$ cat src/rtl/rasterizer_pkg.sv
// Shared types and constants for the rasterizer pixel writer.
// DEPTH_WRITE_EN selects whether depth travels through the FIFO and gets its own bus write.
package rasterizer_pkg;

    localparam int unsigned ADDR_W  = 26;
    localparam int unsigned COLOR_W = 24;
    localparam int unsigned DEPTH_W = 32;
    localparam int unsigned DATA_W  = 32;
    localparam int unsigned BE_W    = 4;
    localparam int unsigned COUNT_W = 32;

    typedef struct packed {
        logic [ADDR_W-1:0]  addr;
        logic [COLOR_W-1:0] color;
        logic [DEPTH_W-1:0] depth;
    } pixel_t;

    typedef enum logic [1:0] {
        IDLE     = 2'd0,
        WR_COLOR = 2'd1,
        WR_DEPTH = 2'd2
    } writer_state_t;

    localparam logic [BE_W-1:0] FULL_BYTEENABLE = 4'hF;

`ifdef DEPTH_WRITE_EN
    localparam int unsigned FIFO_W = ADDR_W + COLOR_W + DEPTH_W;
`else
    localparam int unsigned FIFO_W = ADDR_W + COLOR_W;
`endif

endpackage

$ cat src/rtl/pixel_fifo.sv
// Synchronous first-word-fall-through FIFO holding packed pixels.
module pixel_fifo #(
    parameter int unsigned WIDTH = 50,
    parameter int unsigned DEPTH = 8
) (
    input  logic                       clk_i,
    input  logic                       rst_i,
    input  logic                       push_i,
    input  logic                       pop_i,
    input  logic [WIDTH-1:0]           data_i,
    output logic [WIDTH-1:0]           data_o,
    output logic                       full_o,
    output logic                       empty_o,
    output logic [$clog2(DEPTH):0]     count_o
);

    localparam int unsigned PTR_W = $clog2(DEPTH);
    localparam int unsigned CNT_W = PTR_W + 1;

    logic [WIDTH-1:0] mem_q [DEPTH];
    logic [PTR_W-1:0] wr_ptr_q;
    logic [PTR_W-1:0] rd_ptr_q;
    logic [CNT_W-1:0] count_q;

    // Pointers wrap naturally because DEPTH is a power of two.
    always_ff @(posedge clk_i) begin
        if (rst_i) begin
            wr_ptr_q <= '0;
            rd_ptr_q <= '0;
            count_q  <= '0;
        end else begin
            if (push_i) wr_ptr_q <= wr_ptr_q + PTR_W'(1);
            if (pop_i)  rd_ptr_q <= rd_ptr_q + PTR_W'(1);
            case ({push_i, pop_i})
                2'b10:   count_q <= count_q + CNT_W'(1);
                2'b01:   count_q <= count_q - CNT_W'(1);
                default: count_q <= count_q;
            endcase
        end
    end

    always_ff @(posedge clk_i) begin
        if (push_i) mem_q[wr_ptr_q] <= data_i;
    end

    assign data_o  = mem_q[rd_ptr_q];
    assign full_o  = (count_q == CNT_W'(DEPTH));
    assign empty_o = (count_q == '0);
    assign count_o = count_q;

endmodule

$ cat src/rtl/rasterizer_pixel_writer.sv
// Buffers z-tested pixels and writes colour (and depth when DEPTH_WRITE_EN is defined)
// to SDRAM through an Avalon-MM write master.
module rasterizer_pixel_writer
    import rasterizer_pkg::*;
#(
    parameter int unsigned FIFO_DEPTH = 8,
    parameter int unsigned SKID       = 2
) (
    input  logic                clock,
    input  logic                reset,
    input  logic                input_valid,
    input  logic [ADDR_W-1:0]   addr_in,
    input  logic [COLOR_W-1:0]  color_in,
    input  logic [DEPTH_W-1:0]  depth_in,
    input  logic [ADDR_W-1:0]   depth_offset,
    input  logic                flush_in,
    output logic                stall_out,
    output logic                done_out,
    output logic                busy,
    output logic                overflow,
    output logic [COUNT_W-1:0]  pixel_count,
    output logic [ADDR_W-1:0]   master_address,
    output logic                master_write,
    output logic                master_read,
    output logic [BE_W-1:0]     master_byteenable,
    output logic [DATA_W-1:0]   master_writedata,
    input  logic                master_waitrequest
);

    localparam int unsigned CNT_W = $clog2(FIFO_DEPTH) + 1;

    writer_state_t      state_q, state_d;
    logic [FIFO_W-1:0]  hold_q, hold_d;
    logic [COUNT_W-1:0] pixel_count_q, pixel_count_d;
    logic               flush_pending_q, flush_pending_d;
    logic               overflow_q, overflow_d;

    logic [FIFO_W-1:0]  fifo_wdata, fifo_rdata;
    logic               fifo_full, fifo_empty;
    logic [CNT_W-1:0]   fifo_count;
    logic               push_c, pop_c, complete_c;
    logic [ADDR_W-1:0]  hold_addr;
    logic [COLOR_W-1:0] hold_color;

`ifdef DEPTH_WRITE_EN
    pixel_t in_px, hold_px;
    assign in_px      = '{addr: addr_in, color: color_in, depth: depth_in};
    assign fifo_wdata = in_px;
    assign hold_px    = pixel_t'(hold_q);
    assign hold_addr  = hold_px.addr;
    assign hold_color = hold_px.color;
`else
    logic unused_c;
    assign unused_c   = ^{depth_in, depth_offset};
    assign fifo_wdata = {addr_in, color_in};
    assign hold_addr  = hold_q[FIFO_W-1 -: ADDR_W];
    assign hold_color = hold_q[COLOR_W-1:0];
`endif

    pixel_fifo #(
        .WIDTH (FIFO_W),
        .DEPTH (FIFO_DEPTH)
    ) u_fifo (
        .clk_i   (clock),
        .rst_i   (reset),
        .push_i  (push_c),
        .pop_i   (pop_c),
        .data_i  (fifo_wdata),
        .data_o  (fifo_rdata),
        .full_o  (fifo_full),
        .empty_o (fifo_empty),
        .count_o (fifo_count)
    );

    // A full FIFO still accepts a pixel when the writer frees a slot in the same cycle.
    assign push_c = input_valid && (!fifo_full || pop_c);

    always_ff @(posedge clock) begin
        if (reset) state_q <= IDLE;
        else       state_q <= state_d;
    end

    always_comb begin
        state_d = state_q;
        unique case (state_q)
            IDLE: if (!fifo_empty) state_d = WR_COLOR;
            WR_COLOR: begin
                if (!master_waitrequest) begin
`ifdef DEPTH_WRITE_EN
                    state_d = WR_DEPTH;
`else
                    state_d = fifo_empty ? IDLE : WR_COLOR;
`endif
                end
            end
`ifdef DEPTH_WRITE_EN
            WR_DEPTH: if (!master_waitrequest) state_d = fifo_empty ? IDLE : WR_COLOR;
`endif
            default: state_d = IDLE;
        endcase
    end

    always_comb begin
        master_write      = 1'b0;
        master_address    = '0;
        master_writedata  = '0;
        master_byteenable = '0;
        complete_c        = 1'b0;
        pop_c             = 1'b0;
        unique case (state_q)
            IDLE: pop_c = !fifo_empty;
            WR_COLOR: begin
                master_write      = 1'b1;
                master_address    = hold_addr;
                master_writedata  = DATA_W'(hold_color);
                master_byteenable = FULL_BYTEENABLE;
`ifndef DEPTH_WRITE_EN
                complete_c        = !master_waitrequest;
`endif
            end
`ifdef DEPTH_WRITE_EN
            WR_DEPTH: begin
                master_write      = 1'b1;
                master_address    = hold_addr + depth_offset;
                master_writedata  = hold_px.depth;
                master_byteenable = FULL_BYTEENABLE;
                complete_c        = !master_waitrequest;
            end
`endif
            default: ;
        endcase
        // Back-to-back: the next pixel is taken in the cycle the current one completes.
        if (complete_c) pop_c = !fifo_empty;
    end

    assign done_out        = flush_pending_q && fifo_empty && (state_q == IDLE) && !push_c;
    assign hold_d          = pop_c ? fifo_rdata : hold_q;
    assign pixel_count_d   = pixel_count_q + COUNT_W'(complete_c);
    assign flush_pending_d = done_out ? 1'b0 : (flush_pending_q || flush_in);
    assign overflow_d      = overflow_q || (input_valid && !push_c);

    always_ff @(posedge clock) begin
        if (reset) begin
            hold_q          <= '0;
            pixel_count_q   <= '0;
            flush_pending_q <= 1'b0;
            overflow_q      <= 1'b0;
        end else begin
            hold_q          <= hold_d;
            pixel_count_q   <= pixel_count_d;
            flush_pending_q <= flush_pending_d;
            overflow_q      <= overflow_d;
        end
    end

    assign stall_out   = (fifo_count >= CNT_W'(FIFO_DEPTH - SKID));
    assign busy        = (fifo_count != '0) || (state_q != IDLE);
    assign overflow    = overflow_q;
    assign pixel_count = pixel_count_q;
    assign master_read = 1'b0;

endmodule
$ cat config.mk
export PLATFORM = sky130hd
export DESIGN_NAME = rasterizer_pixel_writer
export DESIGN_NICKNAME = d
export VERILOG_FILES = /design/src/rtl/rasterizer_pkg.sv /design/src/rtl/pixel_fifo.sv /design/src/rtl/rasterizer_pixel_writer.sv
export SDC_FILE = /design/constraint.sdc
export NUM_CORES = 1
export LEC_CHECK = 0
export BUFFER_PORTS_ARGS = -buffer_cell sky130_fd_sc_hd__buf_2
export CAP_MARGIN = 10
export CORE_MARGIN = 3
export CORE_UTILIZATION = 25
export CTS_BUF_LIST = sky130_fd_sc_hd__clkbuf_16
export CTS_CLUSTER_DIAMETER = 80
export DETAILED_ROUTE_END_ITERATION = 10
export PLACE_DENSITY = 0.48
export SLEW_MARGIN = 20
export SYNTH_ARGS = -nofsm -noshare
export SYNTH_HDL_FRONTEND = slang
export SYNTH_SLANG_ARGS = --single-unit
$ cat constraint.sdc
create_clock -name clock -period 7.65 [get_ports clock]
set_clock_uncertainty 0.2 [all_clocks]
set_input_delay 0.3825 -clock clock [delete_from_list [all_inputs] [get_ports clock]]
set_output_delay 0.3825 -clock clock [all_outputs]
set_load 0.1 [all_outputs]
# Word-level counts from Yosys, hierarchy flattened
# Memory sizes are Yosys's and may differ from the RTL's. A register that Yosys moved wholly into a read port is not among the register bits.
# Index checks and enable logic that the tools add are counted.
[word_totals]
regBits = 46
mem_bits_rw = 400
in_bits = 113
out_inout_bits = 100
elab_cells = 54
mem_count = 1
[classes]
add_sub_neg = 5
magnitude_cmp = 1
n_eq_ne = 6
n_mux = 14
n_reduce_logical = 20
[memory_table]
columns = ["memory", "depth", "width", "read_ports", "rd_ports_with_merged_regs", "wr", "line_no", "rtl"]
rows = [
  ["u_fifo.mem_q", 8, 50, 1, 1, 1, "pixel_fifo.sv:20", "logic [WIDTH-1:0] mem_q [DEPTH];"],
]
[ops]
columns = ["operator", "n"]
rows = [
  ["$add A32 B1 Y32", 1],
  ["$mux W26", 1],
  ["$mux W24", 1],
  ["$pmux W4 S2", 1],
  ["$mux W1", 7],
  ["$add A3 B1 Y3 const B", 2],
  ["$logic_and A1 B1 Y1", 5],
  ["$add A4 B1 Y4 const B", 1],
  ["$eq A2 B1 Y1 const B", 2],
  ["$eq A4 B4 Y1 const B", 1],
  ["$ge A4 B3 Y1 const B", 1],
  ["$logic_not A1 Y1", 4],
  ["$logic_not A4 Y1", 1],
  ["$logic_or A1 B1 Y1", 4],
  ["$mux W2", 2],
  ["$mux W4", 1],
  ["$ne A2 B2 Y1 const B", 2],
  ["$pmux W2 S2", 1],
  ["$reduce_bool A2 Y1", 2],
  ["$reduce_bool A4 Y1", 1],
  ["$sub A4 B1 Y4 const B", 1],
  ["$eq A2 B2 Y1 const B", 1],
  ["$logic_not A2 Y1", 1],
  ["$reduce_and A2 Y1", 1],
  ["$reduce_or A2 Y1", 1],
]

# Logic depth before layout (Yosys ltp)
# Gate-level depths: netlist of the first run.
[logic_depth]
word_depth = 9
mapped_depth = 10

# Modules after synthesis
# Synthesis of the first run repeated with hierarchy kept, for this count alone.
[unflattened]
cells_unflattened = 1133
hier_area_um2 = 19874.1
[by_module_without_submodules]
columns = ["mod", "instances", "cells_per_inst", "area_each_um2"]
rows = [
  ["pixel_fifo", 1, 649, 16024.1],
  ["rasterizer_pixel_writer", 1, 484, 3849.9],
]

# Worst setup path after synthesis of the first run
# Ideal clock, no wire load.
[synth_path]
path_kind = "reg2reg"
from = "reg state_q[0]"
to = "mem u_fifo.mem_q[0][0] (enable)"
arrival_ns = 6.020
slack_ns = 0.849
stages_incl_launch_ff = 5
path_buffers = 1
cell_sequence = "dfxtp_1 -> clkbuf_1 -> nand3_1 -> o21ai_4 -> nor4_1"
[synth_via]
elab_chain_cells = 7
[synth_lines]
columns = ["element", "line_no", "rtl"]
rows = [
  ["start, declared", "rasterizer_pixel_writer.sv:32", "writer_state_t state_q, state_d;"],
  ["start signal, assigned", "rasterizer_pixel_writer.sv:80", "else state_q <= state_d;"],
  ["$eq A2 B1 Y1 or $logic_not A2 Y1 (tied branches)", "rasterizer_pixel_writer.sv:110", "unique case (state_q)"],
  ["$mux W1", "rasterizer_pixel_writer.sv:110", ""],
  ["$mux W1 (*)", "rasterizer_pixel_writer.sv:133", "if (complete_c) pop_c = !fifo_empty;"],
  ["$logic_or A1 B1 Y1 (*)", "rasterizer_pixel_writer.sv:76", "assign push_c = input_valid && (!fifo_full || pop_c);"],
  ["$logic_and A1 B1 Y1 (*)", "rasterizer_pixel_writer.sv:76", ""],
  ["$mux W1 (*)", "pixel_fifo.sv:43", "if (push_i) mem_q[wr_ptr_q] <= data_i;"],
  ["$mux W1 (implied by the code) (*)", "pixel_fifo.sv:43", ""],
  ["end, declared", "pixel_fifo.sv:20", ""],
]
# Every way passes the cells marked *; elsewhere a longest branch is shown, timed or not.

# Worst setup path in the final report of the first run
[layout_path]
from = "reg state_q[0]"
to = "out done_out"
[layout_via]
elab_chain_cells = 7
[layout_lines]
columns = ["element", "line_no", "rtl"]
rows = [
  ["$eq A2 B1 Y1 or $logic_not A2 Y1 (tied branches)", "rasterizer_pixel_writer.sv:110, rasterizer_pixel_writer.sv:136", ""],
  ["$mux W1", "rasterizer_pixel_writer.sv:110", ""],
  ["$mux W1", "rasterizer_pixel_writer.sv:133", ""],
  ["$logic_or A1 B1 Y1", "rasterizer_pixel_writer.sv:76", ""],
  ["$logic_and A1 B1 Y1", "rasterizer_pixel_writer.sv:76", ""],
  ["$logic_not A1 Y1", "rasterizer_pixel_writer.sv:136", "assign done_out = flush_pending_q && fifo_empty && (state_q == IDLE) && !push_c;"],
  ["$logic_and A1 B1 Y1 (*)", "rasterizer_pixel_writer.sv:136", ""],
  ["end, declared", "rasterizer_pixel_writer.sv:18", "output logic done_out,"],
]
# Marks and branches as above.

==> summary.md, run 1 <==
| Metric | Value |
|---|---|
| Outcome | `complete, no violations` |
| Mux cell area share after synthesis | `0.144` |
| Routed len/inst | `19.2 um` |
| # rows | `100` |
| Slew headroom | `0.305` |
| Sequential fraction of the synthesis area | `0.725` |
| Clock Latency Late Sink | `0.58 ns` |
| Starting Density | `0.255` |
| Critical path's top delay family | `buffers and inverters` |
| Worst Path Arrival | `2.99 ns` |
| Residual DRC | `0` |
| Die ar. | `80100 um2` |
| First-pass GRT wire length | `68.4 mm` |
| Global placement routability congestion | `0.739` |
| PortBufs | `145` |
| Crit path capture type | `output pin` |
| CP max stage cell | `buf_4` |
| Pins Over Slew Limit | `0` |
| Worst Path Required | `7.07 ns` |
| Synth-to-Final Area Change | `21.8%` |
| Clk root buf | `clkbuf_16` |
| Worst setup path class | `flop to output pin` |
| Synth Instances | `1064` |
| CTS tree | `yes` |
| Drt via density | `4.26` |
| Worst path buffer plus inverter count | `3` |
| Core area | `75200 um2` |
| EDFF count, synth | `400` |
| Worst path max stage delay | `0.57 ns` |
| Worst Path Max Fanout | `62` |
| Vias | `10000` |
| CTS Sinks | `495` |
| Largest family of logic cells by synthesized area | `multiplexers` |
| Worst min path class | `input pin to flop` |
| CP Cell Sequence | `buf_4 > nand3_1 > o21ai_4 > inv_2 > nor3b_2 > buf_2` |
| Largest net degree at the start of global routing | `74` |
| Area leader, netlist | `edfxtp_1` |
| Vias in the first global route | `10600` |
| Adder-Cell Fraction of Synth Area | `0.00495` |
| Final Hold Fails | `0` |
| Simple-Gate Fraction of Synth Area | `0.0624` |
| Post-synthesis register bit count | `495` |
| Period utilization | `0.468` |
| Final wirelength | `45.0 mm` |
| Antenna violations before repair | `3` |
| Reg2reg setup slack | `4.11 ns` |
| Clock-pin slew on the worst setup and hold paths | `0.06 ns` |
| Post_cts resized | `0` |
| Post-synth top area share | `0.626` |
| Worst vdd ir | `0.000194 V` |
| H-tree levels | `2` |
| DPL Wire Length | `23.8 mm` |
| Placed cell areas | `21100 um2` |
| Yosys cell types | `47` |
| TritonCTS buffer count | `57` |
| Finished Cell Area | `23400 um2` |
| I/O pins | `213` |
| Min Tclk post-route | `3.58 ns` |
| First drt pass iteration count | `5` |
| Compound-Gate Fraction of Synth Area | `0.0266` |
| Setup_tns | `0 ns` |
| Post-Syn Area | `19200 um2` |
| GR Util All Layers | `0.112` |
| Synth Flop Type | `edfxtp_1` |
| RSZ-0062 raised after global routing | `false` |
| Startpoint Class | `flop` |
| Share of cells above drive strength 1 | `0.277` |
| Postcts setup bufs | `0` |
| Leakage | `7.88 nW` |
| Xor/xnor cell area share of the yosys netlist | `0.0155` |
| Die Span Y | `283 um` |
| Max clock buf depth | `3` |
| Remaining antenna violation count | `0` |
| # nets final | `1398` |
| Global route overflow | `0` |
| Top post-synthesis cells by area | `edfxtp_1 63%, mux4_2 12%, dfxtp_1 9.9%` |
| Endpoints failing setup | `0` |
| Die Wd | `283 um` |
| Power Dens Cells | `337 nW/um2` |
| Worst Max-Slew Pin Slew | `1.04 ns` |
| Syn_area_per_cell | `18.0 um2` |
| Asr flop ratio synth | `0` |
| First DRT Iteration DRCs | `562` |
| YS warnings | `0` |
| FMAX | `280 MHz` |
| Max Cap Viol | `0` |
where the power goes:
| part | internal [W] | switching, W |
|---|---|---|
| registers | 0.00311 | 0.000166 |
| logic | 0.000663 | 0.00136 |
| clock network | 0.00152 | 0.00106 |
| total | 0.00529 | 0.00259 |
synthesized netlist by cell type (2+ instances only):
library cell	count
or3_1	5
ha_1	6
nand2_1	19
nand4_1	7
o221ai_1	2
nor4_1	2
dfxtp_1	95
nor2_1	98
xor2_1	22
mux2i_1	51
nor4_4	2
nand3_2	2
a21oi_1	9
a21o_1	2
mux4_2	100
o21ai_0	4
edfxtp_1	400
and4_1	2
clkbuf_1	21
and2_1	51
nor3_1	7
nor2b_1	3
clkbuf_8	2
buf_4	22
xnor2_1	12
and3_1	5
nand2b_1	3
nand3_1	14
inv_1	6
buf_2	20
buf_1	5
a211oi_1	50
state kept, by name, summed over array words and instances, names as in the netlist:
register and count:
flush_pending_q 1, hold_q 50, overflow 1, pixel_count 32
state_q 1, u_fifo.count_o 4, u_fifo.mem_q 400, u_fifo.rd_ptr_q 3
u_fifo.wr_ptr_q 3
cell usage in the layout, fill, tap and decap left out, types with 14 or more instances in the layout:
cell	count
a211oi_1	50
and2_1	51
buf_2	144
buf_4	19
clkbuf_16	57
dfxtp_1	91
dlygate4sd3_1	53
edfxtp_1	400
inv_1	22
mux2i_1	51
mux4_2	100
nand2_1	19
nand3_1	14
nor2_1	95
xor2_1	22
cells by family (layout without fill, tap and decap cells):
group | after synthesis | in the layout
buf+inv | 77 | 330
other cells | 1 | 12
fa+ha+maj | 7 | 7
simple gates | 228 | 228
mux | 151 | 151
xor+xnor | 34 | 34
flops | 495 | 495
compound gates | 71 | 71
metrics by stage:
| stage | instances | util | total power (W) | hold WS (ns) | setup slack [ns] |
|---|---|---|---|---|---|
| finish | 2348 | 0.311 | 0.00788 | 0.0548 | 4.07 |
| global route | 2345 | 0.311 | 0.00831 | 0.0749 | 3.76 |
| CTS | 2345 | 0.311 | 0.00805 | 0.0251 | 3.95 |
| detailed placement | 2186 | 0.280 | 0.00540 | 0.277 | 3.96 |
| global placement | 2186 | 0.280 | 0.00538 | 0.254 | 4.02 |
| floorplan | 1072 | - | 0.00494 | 0.263 | 0.849 |
layout make-up:
class / count / area (um2)
fillers: 7365 / 51800
flip-flops and latches: 495 / 13900
multi-input cells: 500 / 4950
clock buffers: 57 / 1430
repair buffers: 217 / 1410
well taps: 1020 / 1280
clock inverters: 49 / 362
inverters: 7 / 26.3
diodes: 3 / 7.51
worst paths after layout:
check             start             endpoint  depth (start not counted)
min               reset   u_fifo.rd_ptr_q[0]                          2
max          state_q[0]             done_out                          6
min reg2reg    overflow             overflow                          2
max reg2reg  state_q[0]  u_fifo.mem_q[7][22]                          7
layer usage:
layer | vias up | global-route usage | wire length, um
li1 | 4588 | - | -
met1 | 5146 | 0.157 | 21200
met2 | 209 | 0.178 | 20800
met3 | 66 | 0.0205 | 2080
met4 | 2 | 0.0330 | 897
met5 | - | 0 | 13
what timing repair did:
action | 4_1_cts | 5_1_grt
hold buffers | 53 | 0
endpoints found under the setup margin | 0 | 0
hold endpoints to repair | 404 | 0
No activity file was read; power rests on OpenSTA's default activity.
==> run 2: changes to the inputs <==
--- a/config.mk
+++ b/config.mk
@@ -5,6 +5,7 @@
 export SDC_FILE = /design/constraint.sdc
 export NUM_CORES = 1
 export LEC_CHECK = 0
+export ABC_AREA = 1
 export BUFFER_PORTS_ARGS = -buffer_cell sky130_fd_sc_hd__buf_2
 export CAP_MARGIN = 10
 export CORE_MARGIN = 3
==> constraint.sdc (replaced) <==
create_clock -name clock -period 3.34 [get_ports clock]
set_clock_uncertainty 0.2 [all_clocks]
set_input_delay 0.167 -clock clock [delete_from_list [all_inputs] [get_ports clock]]
set_output_delay 0.167 -clock clock [all_outputs]
set_load 0.1 [all_outputs]
==> run 2 against run 1 <==
Design area is 3.3% higher. Synthesized cell count is 76% higher. Synthesized area is 4.9% higher. Worst hold slack better by 0.12 ns. Clock power is 120% higher. Final cell count is 34% higher. Largest power group unchanged. Via count is 38% higher. Sequential power is 120% higher. Global-route usage is 1.5 points higher. Count of clock-buffer cells in the layout is 4 lower. Wire length is 21% higher.
==> summary.md, run 2 <==
| Metric | Value |
|---|---|
| Outcome | `complete, no violations` |
| Post-synth top cells | `476 x nor2_1, 400 x edfxtp_1, 196 x nand2_1` |
| First-pass GRT wire length | `82.2 mm` |
| Pins Over Slew Limit | `0` |
| Hold wc startpoint | `addr_in[16]` |
| Worst Max-Slew Pin Slew | `1.04 ns` |
| Global route overflow | `0` |
| Share of cells above drive strength 1 | `0.124` |
| Post-synth top area share | `0.597` |
| Period utilization | `0.815` |
| Cells on Worst Hold Path | `2` |
| Largest net degree at the start of global routing | `202` |
| Clock-pin slew on the worst setup and hold paths | `0.06 ns` |
| I/O pins | `213` |
| Die ar. | `84000 um2` |
| Slew headroom | `0.306` |
| Area leader, netlist | `edfxtp_1` |
| Die Span Y | `290 um` |
| PortBufs | `145` |
| Min Tclk post-route | `2.72 ns` |
| Worst Path Max Fanout | `8` |
| Startpoint Class | `flop` |
| Post_cts resized | `0` |
| Drt via density | `4.40` |
| RSZ-0062 raised after global routing | `false` |
| Synth-to-Final Area Change | `20.1%` |
| Worst setup path class | `flop to output pin` |
| Worst Path Required | `2.97 ns` |
| CTS Sinks | `495` |
| Most common cell after layout, fill and taps aside | `nor2_1` |
| Die Wd | `290 um` |
| Core area | `79400 um2` |
| H-tree levels | `2` |
| Post-route setup slack | `0.619 ns` |
| Leading cell types in the layout, fill and taps excluded | `467 x nor2_1, 400 x edfxtp_1, 196 x nand2_1` |
| Crit path capture type | `output pin` |
| Max clock buf depth | `3` |
| Largest register FFs | `400` |
| DPL Wire Length | `28.0 mm` |
| First DRT Iteration DRCs | `798` |
| Pwr Total | `0.0187 W` |
| GR Util All Layers | `0.127` |
| YS warnings | `0` |
| Reg with most FFs | `u_fifo.mem_q` |
| Count leader, synth | `nor2_1` |
| Top post-synthesis cells by area | `edfxtp_1 60%, dfxtp_1 9.4%, nor2_1 8.9%` |
| Reg-to-Reg Start | `u_fifo.count_o[0]` |
| Power Dens Cells | `773 nW/um2` |
| Hold endpoint | `u_fifo.mem_q[2][40]` |
| CTS tree | `yes` |
| Path depth of the worst reg2reg path | `7` |
| First drt pass iteration count | `5` |
| EDFF count, synth | `400` |
| Global placement routability congestion | `0.867` |
| Starting Density | `0.254` |
| Setup crit start | `u_fifo.count_o[0]` |
| Asr flop ratio synth | `0` |
| Max Cap Viol | `0` |
| Vias in the first global route | `13700` |
| R2R Path End | `u_fifo.mem_q[1][6]` |
| Antenna violations before repair | `6` |
| Clk root buf | `clkbuf_16` |
| Worst Path Arrival | `2.35 ns` |
| # nets final | `2170` |
| Reg2reg setup slack | `0.77 ns` |
| Final Hold Fails | `0` |
| Endpoints failing setup | `0` |
| Final wirelength | `54.3 mm` |
| Routed len/inst | `17.3 um` |
| Synth Flop Type | `edfxtp_1` |
| Sequential fraction of the synthesis area | `0.691` |
| Vias | `13800` |
| FMAX | `368 MHz` |
| Syn_area_per_cell | `10.7 um2` |
| Post-synthesis register bit count | `495` |
| Residual DRC | `0` |
| Yosys cell types | `33` |
| Leakage | `8.88 nW` |
| Worst vdd ir | `0.000721 V` |
| Pre-CTS WS | `0.730 ns` |
| Fillers | `8188` |
| Clock Latency Late Sink | `0.61 ns` |
| Worst min path class | `input pin to flop` |
| Post-Syn Area | `20100 um2` |
| Remaining antenna violation count | `0` |
| TritonCTS buffer count | `53` |
| # rows | `103` |
| Synth Instances | `1877` |
-- run 2: cell type report --
cell class,instances,area (um2),area share
tap,1050,1310,0.0544
antenna,4,10.0,0.000414
inverter,88,343,0.0142
sequential,495,13900,0.576
timing repair buffer,226,1610,0.0665
clock buffer,53,1330,0.0549
multi-input combinational,1186,5290,0.219
clock inverter,47,352,0.0145
-- run 2: critical path, cell delays in order (launching register included) --
cell,delay [ns]
dfxtp_1,0.35
nor2_2,0.20
nand2_1,0.11
o21ai_2,0.38
nand2_1,0.16
nor2_4,0.12
buf_2,0.43
-- run 2: report_power, final --
part / internal [W] / total (W) / leakage, nW / switching, W
clock: 0.00320 / 0.00560 / 0.892 / 0.00240
sequential: 0.00712 / 0.00737 / 4.42 / 0.000245
combinational: 0.00136 / 0.00571 / 3.57 / 0.00435
-- run 2: timing repair --
action                                 in CTS  in global routing
hold buffers                               59                  0
endpoints found under the hold margin     445                  0
setup buffers                               0                  0
-- run 2: worst max path at each step --
stage | cells past startpoint | to | slack (ns)
2_1_floorplan | 7 | u_fifo.mem_q[0][0] | -0.23
3_3_place_gp | 8 | u_fifo.mem_q[3][37] | 0.76
3_5_place_dp | 7 | u_fifo.mem_q[3][42] | 0.73
4_1_cts | 4 | master_address[0] | 0.56
5_1_grt | 6 | done_out | 0.46
6_report | 6 | done_out | 0.62
-- run 2: cells by family after synthesis --
logic type               synth area share
adder cells (fa/ha/maj)           0.00472
other                            0.000186
flip-flops                          0.691
AND/OR/NAND/NOR                     0.162
XOR/XNOR                          0.00261
buffers and inverters              0.0507
AO/OA/AOI/OAI                      0.0884
-- run 2: per-layer routing --
metal  track usage  vias up  part of all wire
li1              -     6744                 -
met5             0        -           0.00075
met3        0.0249       76             0.057
met2         0.219      346              0.48
met1         0.163     6668              0.44
met4        0.0331        6             0.020
-- run 2: through the flow --
step	hold WS [ns]	std cells	setup TNS (ns)	utilization	area (um2)
6_report	0.176	3149	0	0.304	24200
5_1_grt	0.166	3146	0	0.304	24200
4_1_cts	0.140	3145	0	0.304	24200
3_5_place_dp	0.232	2986	0	0.276	21900
3_3_place_gp	0.221	2986	0	0.276	21900
2_1_floorplan	0.0659	1885	-45.74	-	20200
